==> src/rtl/alu_jump_pkg.sv <==
// Shared constants and types for the JAL/JALR execute unit.
// The return-address stack is built only when ALU_JUMP_RAS_EN is defined.
package alu_jump_pkg;

    localparam int XLEN_DEFAULT = 32;

    localparam logic [4:0] LINK_REG_X1 = 5'd1;
    localparam logic [4:0] LINK_REG_X5 = 5'd5;

    localparam logic OP_JAL  = 1'b0;
    localparam logic OP_JALR = 1'b1;

    typedef enum logic {
        EMPTY = 1'b0,
        FULL  = 1'b1
    } stage_state_t;

    function automatic logic is_link_reg(input logic [4:0] index);
        return (index == LINK_REG_X1) || (index == LINK_REG_X5);
    endfunction

endpackage

==> src/rtl/alu_jump_ras.sv <==
// Circular return-address stack; the oldest entry is overwritten on overflow.
// Instantiated by alu_jump_unit only when ALU_JUMP_RAS_EN is defined.
module alu_jump_ras #(
    parameter int XLEN  = 32,
    parameter int DEPTH = 4
) (
    input  logic            clock,
    input  logic            reset,
    input  logic            push,
    input  logic            pop,
    input  logic [XLEN-1:0] push_value,
    output logic [XLEN-1:0] prediction,
    output logic            valid
);

    localparam int PTR_W = $clog2(DEPTH);
    localparam int CNT_W = PTR_W + 1;

    logic [XLEN-1:0]  stack [DEPTH];
    logic [PTR_W-1:0] ptr;
    logic [PTR_W-1:0] top_ptr;
    logic [CNT_W-1:0] count;
    logic             do_pop;

    // ptr names the next free slot, so the top entry sits one below it
    assign top_ptr    = ptr - PTR_W'(1);
    assign valid      = (count != '0);
    assign prediction = valid ? stack[top_ptr] : '0;
    assign do_pop     = pop && valid;

    always_ff @(posedge clock) begin
        if (reset) begin
            ptr   <= '0;
            count <= '0;
        end else if (do_pop && push) begin
            ptr   <= ptr;
            count <= count;
        end else if (do_pop) begin
            ptr   <= top_ptr;
            count <= count - CNT_W'(1);
        end else if (push) begin
            ptr <= ptr + PTR_W'(1);
            if (count != CNT_W'(DEPTH)) begin
                count <= count + CNT_W'(1);
            end
        end
    end

    // A pop followed by a push in the same cycle replaces the top entry
    always_ff @(posedge clock) begin
        if (push) begin
            stack[do_pop ? top_ptr : ptr] <= push_value;
        end
    end

endmodule

==> src/rtl/alu_jump_unit.sv <==
// JAL/JALR executor with a one-entry registered output stage and valid/ready handshake.
// Define ALU_JUMP_RAS_EN to add the return-address stack and drive ras_hit.
module alu_jump_unit
    import alu_jump_pkg::*;
#(
    parameter int XLEN        = XLEN_DEFAULT,
    parameter int ILEN_BYTES  = 4,
    parameter int IALIGN_MASK = 3,
    parameter int RAS_DEPTH   = 4
) (
    input  logic            clock,
    input  logic            reset,
    input  logic            flush,
    input  logic            in_valid,
    output logic            in_ready,
    input  logic            op_jalr,
    input  logic [XLEN-1:0] pc,
    input  logic [XLEN-1:0] rs1_value,
    input  logic [XLEN-1:0] immediate,
    input  logic [4:0]      rs1_index,
    input  logic [4:0]      rd_index,
    output logic            out_valid,
    input  logic            out_ready,
    output logic [XLEN-1:0] next_pc,
    output logic [XLEN-1:0] rd_value,
    output logic [4:0]      rd_index_out,
    output logic            rd_write,
    output logic            misaligned,
    output logic            ras_hit
);

    stage_state_t    state;
    stage_state_t    state_next;
    logic            accept;
    logic [XLEN-1:0] target;
    logic [XLEN-1:0] link_value;
    logic            target_misaligned;
    logic            write_enable;

    assign in_ready = ((state == EMPTY) || out_ready) && !flush && !reset;
    assign accept   = in_valid && in_ready;
    assign out_valid = (state == FULL);

    always_comb begin
        target = '0;
        if (op_jalr == OP_JALR) begin
            target    = rs1_value + immediate;
            target[0] = 1'b0;
        end else begin
            target = pc + immediate;
        end
    end

    assign link_value        = pc + XLEN'(ILEN_BYTES);
    assign target_misaligned = |(target & XLEN'(IALIGN_MASK));
    assign write_enable      = (rd_index != 5'd0) && !target_misaligned;

    always_ff @(posedge clock) begin
        if (reset) begin
            state <= EMPTY;
        end else begin
            state <= state_next;
        end
    end

    always_comb begin
        state_next = state;
        if (flush) begin
            state_next = EMPTY;
        end else if (accept) begin
            state_next = FULL;
        end else if ((state == FULL) && out_ready) begin
            state_next = EMPTY;
        end
    end

    // Registers are cleared whenever the stage goes empty so idle outputs read 0
    always_ff @(posedge clock) begin
        if (reset || (state_next == EMPTY)) begin
            next_pc      <= '0;
            rd_value     <= '0;
            rd_index_out <= '0;
            rd_write     <= 1'b0;
            misaligned   <= 1'b0;
        end else if (accept) begin
            next_pc      <= target;
            rd_value     <= link_value;
            rd_index_out <= rd_index;
            rd_write     <= write_enable;
            misaligned   <= target_misaligned;
        end
    end

`ifdef ALU_JUMP_RAS_EN
    logic            ras_push;
    logic            ras_pop;
    logic [XLEN-1:0] ras_prediction;
    logic            ras_nonempty;
    logic            ras_hit_q;

    assign ras_pop  = accept && (op_jalr == OP_JALR) && is_link_reg(rs1_index)
                      && (rs1_index != rd_index) && !target_misaligned;
    assign ras_push = accept && is_link_reg(rd_index) && !target_misaligned;

    alu_jump_ras #(
        .XLEN  (XLEN),
        .DEPTH (RAS_DEPTH)
    ) u_ras (
        .clock      (clock),
        .reset      (reset),
        .push       (ras_push),
        .pop        (ras_pop),
        .push_value (link_value),
        .prediction (ras_prediction),
        .valid      (ras_nonempty)
    );

    always_ff @(posedge clock) begin
        if (reset || (state_next == EMPTY)) begin
            ras_hit_q <= 1'b0;
        end else if (accept) begin
            ras_hit_q <= ras_pop && ras_nonempty && (ras_prediction == target);
        end
    end

    assign ras_hit = ras_hit_q;
`else
    logic unused_rs1_index;
    assign unused_rs1_index = ^rs1_index;
    assign ras_hit          = 1'b0;
`endif

endmodule

==> config.mk <==
export PLATFORM = sky130hd
export DESIGN_NAME = alu_jump_unit
export DESIGN_NICKNAME = d
export VERILOG_FILES = /design/src/rtl/alu_jump_pkg.sv /design/src/rtl/alu_jump_ras.sv /design/src/rtl/alu_jump_unit.sv
export SDC_FILE = /design/constraint.sdc
export NUM_CORES = 1
export LEC_CHECK = 0
export BUFFER_PORTS_ARGS = -buffer_cell sky130_fd_sc_hd__buf_2
export CAP_MARGIN = 20
export CORE_MARGIN = 4
export CORE_UTILIZATION = 45
export CTS_BUF_LIST = sky130_fd_sc_hd__clkbuf_8
export DETAILED_ROUTE_END_ITERATION = 16
export PLACE_DENSITY = 0.74
export SKIP_LAST_GASP = 1
export SLEW_MARGIN = 15
export SYNTH_ARGS = -nofsm -noshare
export SYNTH_HDL_FRONTEND = slang
export SYNTH_SLANG_ARGS = --single-unit
==> constraint.sdc <==
create_clock -name clock -period 2.97 [get_ports clock]
set_input_delay 0.594 -clock clock [delete_from_list [all_inputs] [get_ports clock]]
set_output_delay 0.594 -clock clock [all_outputs]
set_load 0.01 [all_outputs]
==> impl_metrics.env <==
export IMPL_routedWlPerCell_um=16.8
export IMPL_setup_viol=0
export IMPL_grt_pass1_vias=6733
export IMPL_portBuffers=179
export IMPL_drc_errors=0
export IMPL_initial_core_util_pct=45.9
export IMPL_critPathRequiredTime_ns=3.24
export IMPL_drive_above_1_share_pct=30.2
export IMPL_die_area_um2=16100
export IMPL_powerDensity_nw_per_um2=390
export IMPL_drt_initial_drc_count=685
export IMPL_grt_max_degree=69
export IMPL_cts_made_buffers=9
export IMPL_synth_top_area_share_pct=22.7
export IMPL_worstPathCellList="buf_2 -> and2_1 -> fa_1 -> a21o_1 -> a311oi_2 -> o21ai_2 -> a31o_2 -> a41oi_2 -> o21ai_1 -> a21oi_2 -> xnor2_1 -> a221oi_1"
export IMPL_async_flop_share_pct=0
export IMPL_synth_largest_area_cell="dfxtp_1"
export IMPL_grt_use_total_pct=25.5
export IMPL_h_tree_depth=3
export IMPL_vdd_drop_max_mv=0.185
export IMPL_path_clk_slew_ns=0.08
export IMPL_yosysUniqueCellTypes=61
export IMPL_wl_mm=21.1
export IMPL_fin_crit_sh_pct=97.5
export IMPL_hold_viol_final=0
export IMPL_leakage_uw=0.00392
export IMPL_muxShareOfSynthArea_pct=0.808
export IMPL_synth_enable_flop_cells=0
export IMPL_timing_fmax_mhz=345
export IMPL_grt_overflow_total=0
export IMPL_antenna_found_initial=2
export IMPL_power_uw=3240
export IMPL_clock_sinks=72
export IMPL_cp_max_fo=4
export IMPL_seq_area_frac_synth_pct=22.7
export IMPL_slowest_delay_ns=0.38
export IMPL_row_count=43
export IMPL_hpwlAfterDp_mm=16.7
export IMPL_core_area_um2=13800
export IMPL_setup_tns_ns=0
export IMPL_rsz0062_at_grt="yes"
export IMPL_synth_top_family_by_area="compound AO/OA/AOI/OAI gates"
export IMPL_cts_max_path_buffers=2
export IMPL_mappedNetlistNets=1004
export IMPL_design_area_um2=8320
export IMPL_synth_cells=828
export IMPL_ios=186
export IMPL_synthXorXnorAreaFrac_pct=10.8
export IMPL_synth_most_common_cell="a21oi_1"
export IMPL_die_w_um=127
export IMPL_die_h_um=127
export IMPL_clkLatencyLatePin_ns=0.36
export IMPL_tightest_slew_ns=0.675
export IMPL_synth_simple_area_share_pct=15.1
export IMPL_end_kind="register"
export IMPL_finalClockSkew_ns=0.00705
export IMPL_vias=7149
export IMPL_grt_pass1_wl_mm=33.7
export IMPL_worstHoldPathType="reg -> reg"
export IMPL_min_period_ns=2.90
export IMPL_drtAntennaViolNets=0
export IMPL_drt_vias_per_instance=5.69
export IMPL_synth_top_cells_by_area="dfxtp_1, ha_1, a21oi_1"
export IMPL_slew_violations=0
export IMPL_synth_compound_area_share_pct=34.0
export IMPL_cts_hold_buf=0
export IMPL_cts_root_buf="clkbuf_8"
export IMPL_critPathSlowestCell="fa_1"
export IMPL_postSynthAreaPerCell_um2=7.67
export IMPL_place_gp_congestion=0.903
export IMPL_synth_adder_area_share_pct=12.8
export IMPL_arrival_ns=3.16
export IMPL_cap_violations=0
export IMPL_tritoncts="built"
export IMPL_syn_cell_area_um2=6350
export IMPL_synth_warnings=0
export IMPL_synth_top_flop_cell="dfxtp_1"
export IMPL_critPathLaunchType="input pin"
export IMPL_area_delta_synth_final_pct=31.0
export IMPL_ys_seq_elements=72
export IMPL_critPathKind="in -> reg"
export IMPL_synth_common_cells="a21oi_1, o21ai_0, dfxtp_1"
export IMPL_slew_headroom_pct=54.8
export IMPL_nNetsFinal=1246
export IMPL_dpl_instance_area_um2=8010
export IMPL_status="finished, final reports clean"
export IMPL_drtPass1Iterations=6
-- placed cells by master, fill, tap and decap left out, types with 3 or more instances in the layout --
cell      count
a31oi_1       8
inv_1        23
nor2_1       61
o221ai_1     10
xor2_1       35
ha_1         62
o21a_1        5
nand3_1      24
buf_2       179
o211ai_1      9
a21oi_1     116
clkbuf_8     11
a31o_2        4
mux2i_1       4
o21ai_1       3
nand2b_1      5
a21o_1       25
o21bai_1     14
nor3_1       19
o21ai_2       3
a221oi_1      5
a211oi_1     11
buf_4        90
a21oi_2       4
o21ai_0      85
nor2b_1       3
dfxtp_1      72
o211a_1       4
nand2_1      60
nand4_1       8
xnor2_1      43
o221a_2      11
and2_1        5
and3_1       14
-- stage by stage --
step           utilization, %  hold slack (ns)  setup WS [ns]  cells
4_1_cts                  59.7            0.452       -0.00251   1254
3_3_place_gp             58.0            0.443         -0.394   1238
5_1_grt                  60.2            0.493        -0.0166   1257
3_5_place_dp             58.0            0.442         -0.455   1238
6_report                 60.2            0.456         0.0750   1257
2_1_floorplan               -            0.476         0.0208    828
-- registers in the layout, indices dropped and copies added, names as in the netlist --
register	flops
out_valid	1
misaligned	1
rd_write	1
next_pc	32
rd_value	32
rd_index_out	5
-- per-layer routing --
layer | vias to the layer above | GRT usage [%] | part of all wire (%)
met3 | 32 | 4.08 | 8.1
met1 | 3284 | 36.5 | 46
met2 | 294 | 40.1 | 44
met5 | - | 0 | 0
met4 | 0 | 6.18 | 1.7
li1 | 3539 | - | -
-- worst max-delay path: cells and delay by family --
kind / cells / cell delay, ns
AO/OA/AOI/OAI: 8 / 1.81
adder cells (fa/ha/maj): 1 / 0.38
AND/OR/NAND/NOR: 1 / 0.16
XOR/XNOR: 1 / 0.11
buffers and inverters: 1 / 0.10
-- timing repair --
action | in CTS | in global routing
pin swaps | 0 | 5
setup buffers | 0 | 1
setup endpoints to repair | 3 | 10
gates resized for setup | 1 | 11
-- layout make-up --
| cell class | instances | area (µm²) |
|---|---|---|
| fill | 1271 | 5510 |
| multi-input combinational | 694 | 4740 |
| timing repair buffer | 270 | 1590 |
| sequential | 72 | 1440 |
| tap | 180 | 225 |
| clock buffer | 11 | 151 |
| inverter | 23 | 86.3 |
| clock inverter | 5 | 80.1 |
| antenna | 2 | 5.00 |
-- path summary, 6_finish.rpt --
kind | start | to | slack, ns | depth (start not counted)
max reg2reg | out_valid | next_pc[31] | 0.76 | 7
min | next_pc[0] | next_pc[0] | 0.46 | 2
max | immediate[0] | next_pc[28] | 0.07 | 12
min reg2reg | next_pc[0] | next_pc[0] | 0.46 | 2
-- report_power, final --
part           total, µW  switching, µW  leakage, µW  internal, µW
Sequential          1030           22.0     0.000590          1010
Combinational       1290            707      0.00322           584
Clock                918            400     0.000117           518
-- cells by family after synthesis --
| logic type | after synthesis |
|---|---|
| compound gates | 339 |
| fa+ha+maj | 64 |
| xor+xnor | 78 |
| buf+inv | 62 |
| simple gates | 207 |
| flops | 72 |
| mux | 5 |
| other cells | 1 |
No activity file was read; power rests on OpenSTA's default activity.
